`src/rtl/button_pkg.sv`:
```
// rtl/button_pkg.sv - shared constants and debug view indices for button_conditioner
//   STEP_CNT_W            width of the step event counter
//   DEF_DEBOUNCE_CYCLES   20 ms at 100 MHz
//   DEF_HOLD_CYCLES       500 ms at 100 MHz (auto-repeat start delay)
//   DEF_REPEAT_CYCLES     100 ms at 100 MHz (auto-repeat period)
//   view_e                display view indices for the CPU debug values
package button_pkg;

    localparam int STEP_CNT_W          = 16;
    localparam int DEF_DEBOUNCE_CYCLES = 2_000_000;
    localparam int DEF_HOLD_CYCLES     = 50_000_000;
    localparam int DEF_REPEAT_CYCLES   = 10_000_000;

    typedef enum logic [2:0] {
        VIEW_BANNER = 3'd0,
        VIEW_IR     = 3'd1,
        VIEW_A      = 3'd2,
        VIEW_B      = 3'd3,
        VIEW_C      = 3'd4,
        VIEW_F      = 3'd5,
        VIEW_SHIFT  = 3'd6,
        VIEW_WDATA  = 3'd7
    } view_e;

endpackage

```
`src/rtl/debounce_cell.sv`:
```
// rtl/debounce_cell.sv - synchroniser, debounce counter and edge pulses for one button
//   clk    board clock
//   rst    asynchronous reset, active-low
//   pin    raw asynchronous button pin
//   level  debounced level
//   rise   one-cycle pulse when level goes 0 -> 1
//   fall   one-cycle pulse when level goes 1 -> 0
module debounce_cell
    import button_pkg::*;
#(
    parameter int DEBOUNCE_CYCLES = DEF_DEBOUNCE_CYCLES
) (
    input  logic clk,
    input  logic rst,
    input  logic pin,
    output logic level,
    output logic rise,
    output logic fall
);

    localparam int            CW       = $clog2(DEBOUNCE_CYCLES + 1);
    localparam logic [CW-1:0] CNT_LAST = CW'(DEBOUNCE_CYCLES - 1);

    logic          meta;
    logic          s;
    logic [CW-1:0] cnt;
    logic          accept;

    always_ff @(posedge clk or negedge rst) begin
        if (!rst) begin
            meta <= 1'b0;
            s    <= 1'b0;
        end else begin
            meta <= pin;
            s    <= meta;
        end
    end

    // Accept the new level on the DEBOUNCE_CYCLES-th consecutive differing sample.
    assign accept = (s != level) && (cnt == CNT_LAST);

    always_ff @(posedge clk or negedge rst) begin
        if (!rst) begin
            cnt   <= '0;
            level <= 1'b0;
            rise  <= 1'b0;
            fall  <= 1'b0;
        end else begin
            // Any sample matching the current level restarts the count.
            if (s == level || accept) begin
                cnt <= '0;
            end else begin
                cnt <= cnt + 1'b1;
            end
            if (accept) begin
                level <= s;
            end
            rise <= accept &  s;
            fall <= accept & ~s;
        end
    end

endmodule

```
`src/rtl/button_conditioner.sv`:
```
// rtl/button_conditioner.sv - push-button conditioning, step pulses and view select
//   clk         board clock
//   rst         asynchronous reset, active-low
//   btn_raw     raw push-button pins
//   btn_level   debounced levels
//   btn_rise    one-cycle press pulses
//   btn_fall    one-cycle release pulses
//   step_pulse  one-cycle CPU step enable
//   step_count  step_pulse events since reset (wraps)
//   view_sel    display view index (wraps at VIEW_COUNT-1)
// Optional: BTN_AUTO_REPEAT_EN adds hold-to-repeat step pulses on STEP_BTN.
module button_conditioner
    import button_pkg::*;
#(
    parameter int N_BTN           = 6,
    parameter int DEBOUNCE_CYCLES = DEF_DEBOUNCE_CYCLES,
    parameter int VIEW_COUNT      = 8,
    parameter int VIEW_BTN        = 5,
    parameter int STEP_BTN        = 1,
    parameter int HOLD_CYCLES     = DEF_HOLD_CYCLES,
    parameter int REPEAT_CYCLES   = DEF_REPEAT_CYCLES
) (
    input  logic                          clk,
    input  logic                          rst,
    input  logic [N_BTN-1:0]              btn_raw,
    output logic [N_BTN-1:0]              btn_level,
    output logic [N_BTN-1:0]              btn_rise,
    output logic [N_BTN-1:0]              btn_fall,
    output logic                          step_pulse,
    output logic [STEP_CNT_W-1:0]         step_count,
    output logic [$clog2(VIEW_COUNT)-1:0] view_sel
);

    localparam int VW = $clog2(VIEW_COUNT);

    for (genvar i = 0; i < N_BTN; i++) begin : g_btn
        debounce_cell #(
            .DEBOUNCE_CYCLES(DEBOUNCE_CYCLES)
        ) u_cell (
            .clk  (clk),
            .rst  (rst),
            .pin  (btn_raw[i]),
            .level(btn_level[i]),
            .rise (btn_rise[i]),
            .fall (btn_fall[i])
        );
    end

`ifdef BTN_AUTO_REPEAT_EN
    localparam int            HW      = $clog2(HOLD_CYCLES + 1);
    localparam logic [HW-1:0] HOLD_AT = HW'(HOLD_CYCLES);
    // After each pulse the timer is rewound so it reaches HOLD_AT again
    // REPEAT_CYCLES later; this assumes REPEAT_CYCLES <= HOLD_CYCLES.
    localparam logic [HW-1:0] RELOAD  = HW'(HOLD_CYCLES - REPEAT_CYCLES + 1);

    logic [HW-1:0] hold_timer;
    logic          repeat_pulse;

    // hold_timer holds the number of cycles since the rise while the button stays down.
    always_ff @(posedge clk or negedge rst) begin
        if (!rst) begin
            hold_timer <= '0;
        end else if (!btn_level[STEP_BTN] || btn_fall[STEP_BTN]) begin
            hold_timer <= '0;
        end else if (hold_timer == HOLD_AT) begin
            hold_timer <= RELOAD;
        end else begin
            hold_timer <= hold_timer + 1'b1;
        end
    end

    // Gating with the level suppresses a pulse in the cycle the release is accepted.
    assign repeat_pulse = btn_level[STEP_BTN] && (hold_timer == HOLD_AT);
    assign step_pulse   = btn_rise[STEP_BTN] | repeat_pulse;
`else
    logic unused_repeat_cfg;

    assign unused_repeat_cfg = (HOLD_CYCLES != 0) ^ (REPEAT_CYCLES != 0);
    assign step_pulse        = btn_rise[STEP_BTN];
`endif

    always_ff @(posedge clk or negedge rst) begin
        if (!rst) begin
            step_count <= '0;
        end else if (step_pulse) begin
            step_count <= step_count + 1'b1;
        end
    end

    if ((VIEW_COUNT & (VIEW_COUNT - 1)) == 0) begin : g_view_pow2
        always_ff @(posedge clk or negedge rst) begin
            if (!rst) begin
                view_sel <= '0;
            end else if (btn_rise[VIEW_BTN]) begin
                view_sel <= view_sel + 1'b1;
            end
        end
    end else begin : g_view_cmp
        localparam logic [VW-1:0] VIEW_LAST = VW'(VIEW_COUNT - 1);

        always_ff @(posedge clk or negedge rst) begin
            if (!rst) begin
                view_sel <= '0;
            end else if (btn_rise[VIEW_BTN]) begin
                view_sel <= (view_sel == VIEW_LAST) ? '0 : view_sel + 1'b1;
            end
        end
    end

endmodule

```
`config.mk`:
```
export PLATFORM = sky130hd
export DESIGN_NAME = button_conditioner
export DESIGN_NICKNAME = d
export VERILOG_FILES = /design/src/rtl/button_pkg.sv /design/src/rtl/debounce_cell.sv /design/src/rtl/button_conditioner.sv
export SDC_FILE = /design/constraint.sdc
export NUM_CORES = 1
export LEC_CHECK = 0
export ABC_AREA = 1
export CAP_MARGIN = 10
export CORE_MARGIN = 3
export CORE_UTILIZATION = 45
export CTS_CLUSTER_DIAMETER = 60
export CTS_CLUSTER_SIZE = 16
export DETAILED_ROUTE_END_ITERATION = 6
export GPL_ROUTABILITY_DRIVEN = 0
export PLACE_DENSITY = 0.68
export SYNTH_ARGS = -nofsm -noshare
export SYNTH_HDL_FRONTEND = slang
export SYNTH_SLANG_ARGS = --single-unit
```
`constraint.sdc`:
```
create_clock -name clk -period 2.25 [get_ports clk]
set_clock_uncertainty 0.2 [all_clocks]
set_input_delay 0.225 -clock clk [delete_from_list [all_inputs] [get_ports clk]]
set_output_delay 0.225 -clock clk [all_outputs]
set_load 0.02 [all_outputs]
```
# After elaboration in Yosys (flattened, before gate mapping)
# Cells that the tools add are included.
# totals
regBits,175
input_bits,8
output_inout_bits,38
word_cells,100
# op_classes
add_sub_neg,8
n_eq_ne,18
mux,6
n_bitwise,18
reduce_logical,12
# ops
op,n
"21-bit by 1-bit adder with 21-bit output, second input constant",6
"21-bit equality test, second input constant",6
21-bit 2-to-1 mux,6
"16-bit by 1-bit adder with 16-bit output, second input constant",1
1-bit bitwise AND,12
1-bit equality test,6
1-bit logical AND,6
1-bit logical OR,6
1-bit inequality test,6
1-bit inverter,6
"3-bit by 1-bit adder with 3-bit output, second input constant",1

# Depth between registers and ports, before layout
# Gate-level depths: netlist of the first run.
# depth
word_depth,4
mapped_depth,9
depth_no_buf,9

# Cells and area by module
# A second synthesis of the first run with hierarchy kept.
# hier_totals
cells_unflattened,1196
area_unflattened_um2,9335.2
# modules_own_cells
mod,n_inst,cells_each,area_per_inst_um2,seq_area_each_um2
debounce_cell (g_btn[0].u_cell ...),5,180,1390.1,650.6
debounce_cell (g_btn[2].u_cell),1,181,1388.8,650.6
button_conditioner,1,115,996.0,475.5

# Worst setup path after synthesis of the first run
# Ideal clock, no wire load.
# synth_timing
path_kind,register -> register
startpoint,reg step_count[0]
endpoint,reg step_count[8]
setup_ns,0.118
arrival_time_ns,1.312
required_ns,1.932
slack_ns,0.619
stages_incl_launch_ff,7
path_buffers,0
synth_period_minus_slack_ns,1.631
path_cell_list,dfrtp_1 ha_1 nand4_1 nor2_1 nand2_1 xor2_1 inv_1
# synth_between
elab_chain_len,1
# synth_rtl
element,line_no,rtl
start: declaration,button_conditioner.sv:30,"output logic [STEP_CNT_W-1:0] step_count,"
start signal: assignment,button_conditioner.sv:86,step_count <= step_count + 1'b1;
16-bit by 1-bit adder with 16-bit output,button_conditioner.sv:86,
# Every way passes these cells.
# A chain may end at the register's enable or synchronous reset.

# Worst setup path in the final report of the first run
# layout_timing
startpoint,reg g_btn[1].u_cell.rise
endpoint,out step_pulse
# layout_rtl
element,line_no,rtl
start: declaration,debounce_cell.sv:17,"output logic rise,"
start signal: assignment,debounce_cell.sv:58,rise <= accept & s;
end: declaration,button_conditioner.sv:29,"output logic step_pulse,"
# No word-level cell between the ends.

==> results by group, run 1 <==
Critical path
  – CP top delay family: buffers and inverters
  – Slowest stage delay, CP: 0.67 ns
  – Critical Path Sink Type: output pin
  – Crit Path Max Fanout: 7
  – CP cell instances: clkdlybuf4s50_1
  – Reg-to-reg slack, setup: 0.35 ns
  – CP Capture Point: step_pulse
  – Critical path startpoint: g_btn[1].u_cell.rise
  – Required time of the critical path: 1.82 ns
  – Worst EP arrival: 1.61 ns
  – Reg-to-reg startpoint: g_btn[0].u_cell.cnt[0]
  – Worst Reg-to-Reg Cells: 7
  – Crit Reg-Reg Endpoint: g_btn[0].u_cell.cnt[14]
  – Crit-path slowest cell: clkdlybuf4s50_1
  – Type of origin of the critical path: flop
  – Critical path class: flop to output pin
  – WP depth: 1
  – Crit path buf inv count: 1

Finish
  – N_diodes: 0
  – Synth-to-layout area growth: 13.5%
  – Commonest non-fill, non-tap cells in the layout: 322 x nor2_1, 294 x nand2_1, 175 x dfrtp_1
  – Share of layout cells above drive strength 1: 6.88%
  – Layout Nets: 1267
  – Final core utilization: 53.0%
  – Commonest non-fill, non-tap cell in the layout: nor2_1
  – Final Non-Filler Cells: 1529

Power and ir drop
  – Pwr dens: 603 nW/um2
  – Maximum vdd drop: 0.456 mV
  – Pleak: 4.63 nW
  – Power, Total: 0.00637 W

Drt
  – Post-route ant nets: 0
  – # DRC: 0
  – Via count: 7281
  – Routed wire length: 18300 um
  – Initial DRT Pass Iterations: 5
  – WL/cell: 11.9 um
  – DR vias/cell: 4.76
  – DRT iter0 DRCs: 459

Synthesis
  – Post-synth top flop: dfrtp_1
  – Syn Inst Count: 1205
  – Syn Nets: 1221
  – Synth top area share: 47.1%
  – Synth area leaders: dfrtp_1 47%, nor2_1 13%, nand2_1 12%
  – Synthesized area: 9300 um2
  – Synth area leader: dfrtp_1
  – Post-synth EDFFs: 0
  – Unique masters post-synth: 30
  – Avg Cell Area, Syn: 7.72 um2
  – Total of flip-flops plus latches after synthesis: 175
  – Post-synth ARST share: 100%
  – Seq/Total Area, Yosys: 47.1%
  – Synth warnings: 0

Floorplan
  – Core area: 19900 um2
  – Initial core utilization: 46.7%
  – Die area: 22400 um2
  – Row count: 51
  – Top Ports: 46
  – Vert. Die Dim: 150 um
  – Die Span X: 150 um

Place
  – Dpl cells: 1496
  – DP Worst Slack: 0.385 ns
  – IO Port Bufs: 45
  – Final HPWL DP: 13400 um

STA
  – Setup TNS: 0 ns
  – Fin crit share: 90.3%
  – F_max: 492 MHz
  – Slew headroom: 77.4%
  – Tmin final: 2.03 ns
  – RSZ-0062 raised after global routing: no
  – Max Slew Vio Count: 0
  – Final worst setup slack: 0.218 ns
  – Worst Tran Pin Value: 0.339 ns
  – # setup viols final: 0
  – Final Hold Vio Count: 0

Outcome
  – Status: complete, no violations

Global route
  – Gr ovfl total: 0
  – Initial antenna violation count: 0
  – Tot GR Track Use: 17.6%
  – Vias in the first global route: 7151
  – Largest net degree at the start of global routing: 55
  – First-pass GRT wire length: 32400 um

CTS
  – Root Driver: clkbuf_16
  – Clock sinks: 175
  – Register clock-pin slew on the reported worst setup and hold paths: 0.07 ns
  – Clock buffer depth: 2
  – H-tree lvl count: 4
  – CTS tree: done
  – Clock Latency Late Sink: 0.42 ns
  – CTS Buf Count: 17

Worst hold path
  – Type of the worst min-delay path: input pin to flop

Job
  – Max-Cap Viols: 0
state kept, by name, summed over array words and instances, names as in the netlist:
signal and count:
g_btn.u_cell.cnt 126, step_count 16, g_btn.u_cell.fall 6, g_btn.u_cell.level 6, g_btn.u_cell.meta 6, g_btn.u_cell.rise 6
g_btn.u_cell.s 6, view_sel 3
per-stage QoR:
stage | area, um2 | hold WS, ns
6_report | 10600 | 0.0387
5_1_grt | 10600 | 0.0138
4_1_cts | 10600 | 0.0219
3_5_place_dp | 9950 | -0.0303
3_3_place_gp | 9950 | -0.0289
2_1_floorplan | 9300 | -0.271
kinds of logic after synthesis:
| kind of cell | synth area share, % |
|---|---|
| AND/OR/NAND/NOR | 34.1 |
| flip-flops | 47.1 |
| buffers and inverters | 7.39 |
| XOR/XNOR | 8.48 |
| AO/OA/AOI/OAI | 1.75 |
| adder cells (fa/ha/maj) | 1.08 |
| multiplexers | 0.121 |
synth_stat cells, types with 2 or more instances:
| cell | number |
|---|---|
| a21oi_1 | 10 |
| buf_4 | 22 |
| buf_6 | 3 |
| buf_8 | 2 |
| dfrtp_1 | 175 |
| ha_1 | 8 |
| inv_1 | 118 |
| inv_2 | 4 |
| nand2_1 | 294 |
| nand2_2 | 8 |
| nand2_4 | 3 |
| nand3_1 | 68 |
| nand3_2 | 6 |
| nand3b_1 | 4 |
| nand4_1 | 14 |
| nor2_1 | 322 |
| nor2_2 | 15 |
| nor2_4 | 5 |
| nor3_1 | 8 |
| nor3_2 | 3 |
| o21ai_0 | 8 |
| o21bai_1 | 9 |
| xnor2_1 | 34 |
| xor2_1 | 56 |
worst min-delay path by stage:
| stage | start | end | depth (start not counted) |
|---|---|---|---|
| 3_5_place_dp | rst | g_btn[0].u_cell.cnt[16] | 1 |
| 2_1_floorplan | rst | g_btn[0].u_cell.cnt[0] | 0 |
| 6_report | btn_raw[3] | g_btn[3].u_cell.meta | 1 |
| 5_1_grt | btn_raw[4] | g_btn[4].u_cell.meta | 1 |
| 3_3_place_gp | rst | g_btn[0].u_cell.cnt[16] | 1 |
| 4_1_cts | btn_raw[4] | g_btn[4].u_cell.meta | 1 |
layer usage:
metal | global-route usage (%) | vias up | wire length [um]
li1 | - | 3769 | -
met1 | 23.6 | 3399 | 8800
met2 | 28.1 | 97 | 8450
met3 | 4.63 | 16 | 766
met4 | 5.58 | 0 | 252
met5 | 0 | - | 0
repair_timing:
item / in CTS / in global routing
hold endpoints to repair: 175 / 0
hold buffers: 1 / 0
gates resized for setup: 0 / 0
buffers inserted: 0 / 0
area by class of cell:
class                           count  area, um2
Clock buffer                       20        457
Clock inverter                     12        135
Fill cell                        1912       9350
Inverter                          122        458
Multi-Input combinational cell    881       4230
Sequential cell                   175       4380
Tap cell                          265        332
Timing Repair Buffer               54        562
report_power, final:
group	switching [W]	internal [W]
clock network	0.00125	0.00170
logic	0.000137	0.0000648
registers	0.0000329	0.00318
total	0.00142	0.00495
Power figures use the tool's default switching activity.
==> run 2: changes to the inputs <==
--- a/config.mk
+++ b/config.mk
@@ -7,13 +7,16 @@
 export LEC_CHECK = 0
 export ABC_AREA = 1
 export CAP_MARGIN = 10
+export CELL_PAD_IN_SITES_DETAIL_PLACEMENT = 1
+export CELL_PAD_IN_SITES_GLOBAL_PLACEMENT = 1
 export CORE_MARGIN = 3
 export CORE_UTILIZATION = 45
 export CTS_CLUSTER_DIAMETER = 60
 export CTS_CLUSTER_SIZE = 16
 export DETAILED_ROUTE_END_ITERATION = 6
 export GPL_ROUTABILITY_DRIVEN = 0
-export PLACE_DENSITY = 0.68
+export PLACE_DENSITY = 0.85
+export SETUP_SLACK_MARGIN = 0.3
 export SYNTH_ARGS = -nofsm -noshare
 export SYNTH_HDL_FRONTEND = slang
 export SYNTH_SLANG_ARGS = --single-unit
==> results by group, run 2 (synthesis gave the netlist of run 1 again) <==
Outcome
  – Status: complete, no violations

CTS
  – CTS tree: done
  – Root Driver: clkbuf_16
  – H-tree lvl count: 4
  – Register clock-pin slew on the reported worst setup and hold paths: 0.06 ns
  – Clock sinks: 175
  – CTS Buf Count: 17
  – Clock buffer depth: 2
  – Clock Latency Late Sink: 0.44 ns

STA
  – RSZ-0062 raised after global routing: no
  – Final worst setup slack: 0.357 ns
  – Tmin final: 1.89 ns
  – Worst Tran Pin Value: 0.496 ns
  – Final Hold Vio Count: 0
  – Fin crit share: 84.1%
  – F_max: 528 MHz
  – Hold_ws: 0.0168 ns
  – Max Slew Vio Count: 0
  – Setup TNS: 0 ns
  – # setup viols final: 0
  – Slew headroom: 66.9%

Critical path
  – Critical path class: flop to output pin
  – Crit path buf inv count: 1
  – Crit Path Max Fanout: 4
  – Slowest stage delay, CP: 0.63 ns
  – CP cell instances: clkdlybuf4s50_1
  – Worst EP arrival: 1.47 ns
  – CP top delay family: buffers and inverters
  – Required time of the critical path: 1.82 ns
  – Crit-path slowest cell: clkdlybuf4s50_1
  – WP depth: 1
  – Worst Reg-to-Reg Cells: 7
  – Critical Path Sink Type: output pin
  – Type of origin of the critical path: flop

Drt
  – Routed wire length: 24300 um
  – DR vias/cell: 5.08
  – # DRC: 0
  – Post-route ant nets: 0
  – Initial DRT Pass Iterations: 4
  – Via count: 7777
  – WL/cell: 15.9 um
  – DRT iter0 DRCs: 234

Global route
  – Tot GR Track Use: 22.9%
  – Vias in the first global route: 8389
  – Largest net degree at the start of global routing: 56
  – First-pass GRT wire length: 40700 um
  – Gr ovfl total: 0
  – Initial antenna violation count: 0

Floorplan
  – Row count: 51
  – Core area: 19900 um2
  – Die area: 22400 um2
  – Die Span X: 150 um
  – Initial core utilization: 46.7%
  – Top Ports: 46
  – Vert. Die Dim: 150 um

Finish
  – Share of layout cells above drive strength 1: 8.05%
  – Reg with most FFs: g_btn.u_cell.cnt
  – Final Non-Filler Cells: 1532
  – Largest registers: g_btn.u_cell.cnt x126, step_count x16
  – Number of flip-flops in the largest register: 126
  – Commonest non-fill, non-tap cells in the layout: 320 x nor2_1, 293 x nand2_1, 173 x dfrtp_1
  – N_diodes: 0
  – Layout Nets: 1270
  – Synth-to-layout area growth: 14.7%
  – Commonest non-fill, non-tap cell in the layout: nor2_1

Worst hold path
  – Type of the worst min-delay path: input pin to flop
  – Hold Path Depth: 1

Place
  – Dpl cells: 1496
  – IO Port Bufs: 45
  – DP Worst Slack: 0.256 ns
  – Final HPWL DP: 16800 um

Power and ir drop
  – Power, Total: 0.00664 W
  – Pleak: 4.80 nW
  – Pwr dens: 622 nW/um2
  – Maximum vdd drop: 0.523 mV

Job
  – Max-Cap Viols: 0
[run 2: power breakdown]
| part | switching, W | leakage, nW | internal, W |
|---|---|---|---|
| registers | 0.0000392 | 2.40 | 0.00318 |
| clock network | 0.00126 | 0.313 | 0.00193 |
| logic | 0.000154 | 2.09 | 0.0000712 |
[run 2: metal layers]
layer	wire length (um)	part of all wire [%]	GRT usage [%]
met5	0	0	0
met4	335	1.4	6.63
met3	839	3.5	4.39
met2	12500	52	41.2
met1	10600	44	28.1
[run 2: what timing repair did]
| item | in CTS | in global routing |
|---|---|---|
| cloned | 0 | 1 |
| setup buffers | 0 | 2 |
| pin swaps | 0 | 1 |
| hold endpoints to repair | 86 | 0 |
| endpoints found under the setup margin | 38 | 85 |
| hold buffers | 1 | 0 |
| gates resized for setup | 19 | 20 |
[run 2: final timing paths]
path / endpoint / slack, ns / from
setup reg to reg: g_btn[1].u_cell.cnt[13] / 0.41 / g_btn[1].u_cell.cnt[0]
max in group asynchronous: g_btn[5].u_cell.cnt[10] / 0.99 / rst
setup / recovery: btn_level[5] / 0.36 / g_btn[5].u_cell.level
min in group asynchronous: g_btn[4].u_cell.cnt[11] / 0.12 / rst
hold / removal: g_btn[5].u_cell.meta / 0.02 / btn_raw[5]
hold reg to reg: g_btn[5].u_cell.s / 0.15 / g_btn[5].u_cell.meta
[run 2: stage by stage]
stage | utilization [%] | area (um2)
after floorplan | - | 9300
after global placement | 49.9 | 9930
after detailed placement | 49.9 | 9930
after CTS | 53.1 | 10600
after global routing | 53.6 | 10700
final | 53.6 | 10700
[run 2: final cells by class]
class	instances	area [um2]
Clock buffer	24	512
Clock inverter	8	125
Fill cell	2517	9240
Inverter	122	458
Multi-Input combinational cell	882	4300
Sequential cell	175	4380
Tap cell	265	332
Timing Repair Buffer	56	558
==> RTL change, RTL diff (flow settings as in run 2) <==
Register the input `btn_raw` before use, without a reset. The logic sees it one clock later.
--- a/src/rtl/button_conditioner.sv
+++ b/src/rtl/button_conditioner.sv
@@ -35,2 +35,8 @@
 
+    logic [N_BTN-1:0] btn_raw_q;
+
+    always_ff @(posedge clk) begin
+        btn_raw_q <= btn_raw;
+    end
+
     for (genvar i = 0; i < N_BTN; i++) begin : g_btn
@@ -41,3 +47,3 @@
             .rst  (rst),
-            .pin  (btn_raw[i]),
+            .pin  (btn_raw_q[i]),
             .level(btn_level[i]),
Check against the original RTL: same outputs for any inputs over 10 cycles, from zero or initial values and one cycle with rst low; that may be too few to reach the edited logic, so the function may still have changed.
==> RTL change against run 2 <==
Sequential cell count is 6 higher. Final area up 0.56%. Total power rose by 1.7%. Critical path type unchanged. Synthesized cell count increased by 0.50%. Fmax barely moved. Wire length shrank 3.7%. Setup slack worse by 0.00056 ns. Register-to-register slack improved by 0.02 ns. Area after synthesis grew 1.3%. Highest routed layer unchanged.
==> RTL change: results (changes against run 2) <==
Reg2reg setup slack - 0.43 ns (+0.02 ns)
Global-route met3 utilization - 0.04004 (-0.003877)
Async set or reset register ratio after synthesis - 0.9669 (-0.03315)
Routed wl met3 - 714 um (-15%)
Post-synthesis mux area share - 0.001195 (-0.00001544)
Sequential-to-total area share from yosys stat - 0.4776 (+0.006747)
Leak - 4.839 nW (+0.73%)
Met2 wire len - 12.17 mm (-2.8%)
Switch Pwr - 1.518 mW (+4.2%)
Vias - 7673 (-1.3%)
DPL Wire Length - 17.00 mm (+1.1%)
Setup WS pre-CTS - 0.2989 ns (+0.04299 ns)
Logic pwr share - 0.031 (-0.003)
WL/cell - 15.20 um (-4.2%)
Layout area overhead - 13.87%
Maximum VDD drop - 0.4458 mV (-15%)
Outcome - completed
DRT met1 WL - 10.20 mm (-3.7%)
Layout Nets - 1272 (+0.16%)
DRT iter0 DRCs - 254 (+8.5%)
Number of library cell types mapped by synthesis - 31 (+3.3%)
# fillers - 2552 (+1.4%)
Largest net degree at the start of global routing - 67 (+20%)
Post-Synth Adder-Cell Area - 0.01063 (-0.0001372)
Grt met1 use - 0.2662 (-0.01485)
First-pass GRT wire length - 39.76 mm (-2.3%)
Post-Synth XOR/XNOR Area - 0.08368 (-0.001081)
CP startpoint - g_btn[4].u_cell.level
Placed instance area - 0.01005 mm^2 (+1.2%)
Met2 Use GR - 0.3920 (-0.01952)
Sequential Power Share - 0.494 (+0.009)
Tightest Hold Check Type - primary input to flop
Syn Nets - 1227 (+0.49%)
Worst Hold Endpoint - btn_raw_q[4]
Vias in the first global route - 8255 (-1.6%)
Layout cells sized above 1 - 0.07565 (-0.004855)
GRT Util Overall - 0.2178 (-0.01147)
Synth area leaders - dfrtp_1, nor2_1, nand2_1, xor2_1, inv_1
R2R Path Start - g_btn[2].u_cell.cnt[0]
RTL change: changes by cell type in the layout (fill, tap and decap cells not counted), sizes merged:
cell,before,now
bufinv,3,4
inv,123,126
clkbuf,25,19
dfxtp,0,6
buf,10,7
nand2,306,305
clkinv,3,4
clkdlybuf4s50,25,26
clkinvlp,1,2
dlygate4sd2,16,13
dlymetal6s2s,3,5
RTL change: cell type report:
type | instances | area share
Sequential cell | 181 | 0.4198
Multi-Input combinational cell | 881 | 0.3972
Timing Repair Buffer | 53 | 0.05039
Inverter | 122 | 0.04269
Clock buffer | 18 | 0.04001
Tap cell | 270 | 0.03149
Clock inverter | 14 | 0.01843
RTL change: metrics by stage:
stage,instances,hold WS (ns)
5_1_grt,1539,0.02167
3_5_place_dp,1506,0.005833
3_3_place_gp,1506,0.003544
6_report,1539,0.03178
2_1_floorplan,1211,-0.2706
4_1_cts,1539,0.01351
